<file path="src/rtl/sat_counter.sv">
// -----------------------------------------------------------------------------
// sat_counter
// Saturating event counter used for the checker statistics.
// Ports:
//   clk    in  1       : rising-edge clock
//   reset  in  1       : synchronous active-high reset, highest priority
//   clear  in  1       : synchronous clear, wins over a same-cycle increment
//   inc    in  1       : count one event
//   value  out STAT_W  : registered count, holds at all-ones
// -----------------------------------------------------------------------------
module sat_counter #(
  parameter int STAT_W = 8
) (
  input  logic              clk,
  input  logic              reset,
  input  logic              clear,
  input  logic              inc,
  output logic [STAT_W-1:0] value
);

  // Count register: reset > clear > saturating increment.
  always_ff @(posedge clk) begin
    if (reset) begin
      value <= {STAT_W{1'b0}};
    end else if (clear) begin
      value <= {STAT_W{1'b0}};
    end else if (inc && (value != {STAT_W{1'b1}})) begin
      value <= value + STAT_W'(1'b1);
    end
  end

endmodule : sat_counter

</file>
<file path="config.mk">
export PLATFORM = sky130hd
export DESIGN_NAME = sat_counter
export DESIGN_NICKNAME = d
export VERILOG_FILES = /design/src/rtl/sat_counter.sv
export SDC_FILE = /design/constraint.sdc
export NUM_CORES = 1
export LEC_CHECK = 0
export ABC_AREA = 1
export CAP_MARGIN = 0
export CORE_UTILIZATION = 34
export CTS_CLUSTER_SIZE = 16
export DETAILED_ROUTE_END_ITERATION = 8
export PLACE_DENSITY_LB_ADDON = 0.2
export SYNTH_ARGS = -nofsm -noshare
export SYNTH_HDL_FRONTEND = slang
export SYNTH_SLANG_ARGS = --single-unit
export TNS_END_PERCENT = 5
</file>
<file path="constraint.sdc">
create_clock -name clk -period 1.49 [get_ports clk]
set_input_delay 0.298 -clock clk [delete_from_list [all_inputs] [get_ports clk]]
set_output_delay 0.298 -clock clk [all_outputs]
set_load 0.03 [all_outputs]
</file>
; ---- Yosys cells after proc, flatten, opt, wreduce, memory -nomap -nowiden
; Cells that the tools add are included.
[word_totals]
reg_bits = 8
output_inout_bits = 8
elab_cells = 5
[op_classes]
addsub = 1
eq_ne = 1
reduce_logical = 2
[op_table]
columns = op, count
row1 = 8-bit by 1-bit adder with 8-bit output (second input constant), 1
row2 = 8-bit != test (second input constant), 1
row3 = 2-bit OR reduction, 1
row4 = 1-bit logical AND, 1

; ---- Logic depth before layout (Yosys ltp)
[logic_depth]
depth_word = 2
ltp_mapped = 7
depth_no_buf = 7

; ---- Worst setup path after synthesis
; No wires, ideal clock.
[synth_timing]
path_type = register to register
from = register value[0]
to = register value[0]
setup_ns = 0.116
arrival_ns = 1.264
slack_ns = 0.110
path_stages_with_launch = 7
cell_sequence = dfxtp_1 -> ha_1 -> nand2_1 -> inv_2 -> nand3_4 -> a21oi_1 -> nor2_1
[synth_via]
elab_chain_cells = 2
elab_cells_between_ends = 3
classes_between = 1 x add/sub / 1 x eq/ne / 1 x reduce/logical
[synth_rtl]
columns = item, line_no
row1 = start: declaration, 18  ; output logic [STAT_W-1:0] value
row2 = start signal: assignment, 24  ; value <= {STAT_W{1'b0}};
row3 = start signal: assignment, 26  ; value <= {STAT_W{1'b0}};
row4 = start signal: assignment, 28  ; value <= value + STAT_W'(1'b1);
row5 = branches (longest 2 deep; another with 8-bit by 1-bit adder with 8-bit output), n/a
; Several ways; the timed one is not identified.
; A chain may end at the register's enable or synchronous reset.

; ---- Final worst setup path
[layout_timing]
from = register value[7]
to = output port value[7]
; No word-level cell between the ends.

==> metrics.yaml <==
status:
  outcome: "completed"
worst_setup_path:
  path_max_fanout: 6
  r2r-end: "value[7]"
  r2r_setup_slack_ns: 0.16
  worstPathRequired_ns: 1.19
  path_class: "flop to output port"
  crit_chain: "dlygate4sd2_1"
  cp_slowest_stage_delay_ns: 0.42
  path_depth: 1
  worst-path-buf-inv: 1
  cp-end-kind: "output port"
  crit_family: "buffers and inverters"
  cp_data_arrival_time_ns: 1.08
  cp_slowest_cell: "dlygate4sd2_1"
  rr_worst_depth: 8
  start_kind: "flop"
  timing.rr.start: "value[0]"
drt:
  via_per_inst: 4.75
  avgRoutedWirePerCell_um: 9.63
  drt_pass1_iterations: 4
  wl_met3_um: 40
  vias: 489
  drtIter0Drc: 9
  antenna_left: 0
  wl_met2_um: 400
  drc: 0
  route.layer.met1.wl_um: 539
  wl_um: 992
  routed.top_layer: "met4"
sta:
  slew_headroom_pct: 80.2
  tns_ns: 0
  layout_min_cycle_time_ns: 1.38
  setup_ws_ns: 0.111
  skew_ns: 0.00183
  fin_crit_sh_pct: 92.5
  slew_violations: 0
  holdWs_ns: 0.516
  tightestPinTransition_ns: 0.298
  clock.fmax_ghz: 0.725
  hold_viol: 0
  setup_viol: 0
  rsz0062_at_grt: "false"
pwr:
  seqPwrFrac_pct: 49.2
  p_leak_nw: 0.294
  p_per_area_nw_per_um2: 729
  ir_worst_vdd_mv: 0.352
  switchingPower_mw: 0.115
  comb_power_share_pct: 12.5
  swShare_pct: 25.6
  intPower_mw: 0.336
  p_clk_share_pct: 38.2
layout:
  regArea_um2: 160
  layoutNonFillerInstCount: 103
  nFillCells: 127
  multi_input_comb_area_um2: 263
  antenna_cells: 0
  regMostFlops: "value"
  top_regs: "value (8)"
  largest_register_ffs: 8
  nets: 96
  post_route_cells_drive_above_1_share_pct: 12.4
  syn2layout_area_growth_pct: 34.5
synth:
  synth.cell_area_um2: 460
  postSynth.asyncResetShare_pct: 0
  synthCells: 73
  synthFlopType: "dfxtp_1"
  synth_compound_area_share_pct: 8.70
  yosys.area_share.adder_pct: 2.72
  synth-simple-area-share_pct: 45.7
  synth_xor_area_share_pct: 0
  postSynthAreaPerCell_um2: 6.31
  yosys-top-cells-count: "nand2_1 (18), nor2_1 (15), nand3_1 (9)"
  synth_edf_count: 0
  ys_ff_latch: 8
  yosys.area.top_type: "dfxtp_1"
  synthMostInstantiatedCell: "nand2_1"
  yosysUniqueCellTypes: 14
  synth.area.mux_share_pct: 0
  synth_top_cell_area_share_pct: 34.8
  yosys_warnings: 0
  synth_top_family_by_area: "simple AND/OR/NAND/NOR gates"
  ys_top_cells_by_area: "dfxtp_1 (35%), nand2_1 (15%), nor2_1 (12%), nand3_1 (9.8%), a21oi_1 (6.5%)"
  yosysSeqAreaShare_pct: 34.8
  syn_nets: 78
clock_tree:
  cts-root-buf: "clkbuf_4"
  hold_buffers: 0
  cts.sinks: 8
  clkLatencyLatePin_ns: 0.26
  post_cts_buffers: 0
  path_clk_slew_ns: 0.06
  h-tree-depth: 1
  cts_buffer_depth: 2
  cts_tree: "done"
  cts_buffers: 3
place:
  dpl.hpwl_um: 718
  dp.cells: 100
  dp_slack_ns: 0.114
  gp_congestion: 0.687
  numPortBuffers: 11
global_routing:
  grt_pass1_wl_mm: 1.56
  grt_pass1_vias: 382
  grt-ovfl-total: 0
  grt_start_max_net_pins: 11
  grt_usage_pct: 16.0
  antenna_found_initial: 0
min_path:
  min_to: "value[6]"
  hold_depth: 2
  hp-class: "flop to flop"
  hp-start: "value[6]"
die:
  die_area_um2: 1510
  pin_count: 12
  core_um2: 1190
  start_util_pct: 38.8
  die_x_um: 38.8
  fp.dieH_um: 38.8
  num_rows: 12
run:
  max_cap_viol_count: 0
==> how the worst max path moves through the flow <==
| stage | start | end | slack [ns] |
|---|---|---|---|
| after global routing | value[0] | value[7] | 0.04 |
| final | value[7] | value[7] | 0.11 |
| after floorplan | value[0] | value[0] | 0.11 |
| after CTS | value[3] | value[3] | 0.11 |
| after global placement | value[7] | value[7] | 0.11 |
| after detailed placement | value[7] | value[7] | 0.11 |
==> cell usage in the layout, fill, tap and decap left out, drive strengths merged, types with 2 or more instances in the layout <==
| cell type | n |
|---|---|
| nand2 | 19 |
| nor2 | 16 |
| nand3 | 10 |
| inv | 9 |
| dlygate4sd2 | 8 |
| dfxtp | 8 |
| a21oi | 6 |
| clkbuf | 3 |
| clkdlybuf4s50 | 3 |
| buf | 3 |
| o21ai | 2 |
==> kinds of logic (layout without fill, tap and decap cells) <==
group,Yosys count,count (layout)
compound gates,8,8
fa+ha+maj,1,1
buf+inv,10,26
flops,8,8
simple gates,46,46
==> layer usage <==
metal / vias up / track usage, %
met5: - / 0
met3: 2 / 5.20
met2: 12 / 21.7
met4: 0 / 12.9
met1: 209 / 20.1
li1: 266 / -
==> power by group through the flow <==
stage          sequential, mW  clock, mW  combinational [mW]
2_1_floorplan           0.236          0              0.0237
3_3_place_gp            0.227          0              0.0591
3_5_place_dp            0.227          0              0.0593
4_1_cts                 0.222      0.183              0.0567
5_1_grt                 0.223      0.189              0.0636
6_report                0.222      0.173              0.0566
==> final cells by class <==
| type | count | area share, % |
|---|---|---|
| multi-input cells | 55 | 42.4 |
| repair buffers | 14 | 19.8 |
| clock buffers | 3 | 3.64 |
| well taps | 14 | 2.83 |
| flip-flops and latches | 8 | 25.9 |
| inverters | 9 | 5.45 |
==> metrics by stage <==
step	instance area [um2]	utilization (%)	total power [mW]
CTS	619	52.2	0.461
finish	619	52.2	0.452
global placement	607	51.2	0.286
floorplan	460	-	0.260
detailed placement	607	51.2	0.286
global route	619	52.2	0.475
==> timing repair <==
item,in CTS,in global routing
hold endpoints to repair,0,0
resized for setup,8,0
endpoints found under the setup margin,8,0
Power figures use the tool's default switching activity.
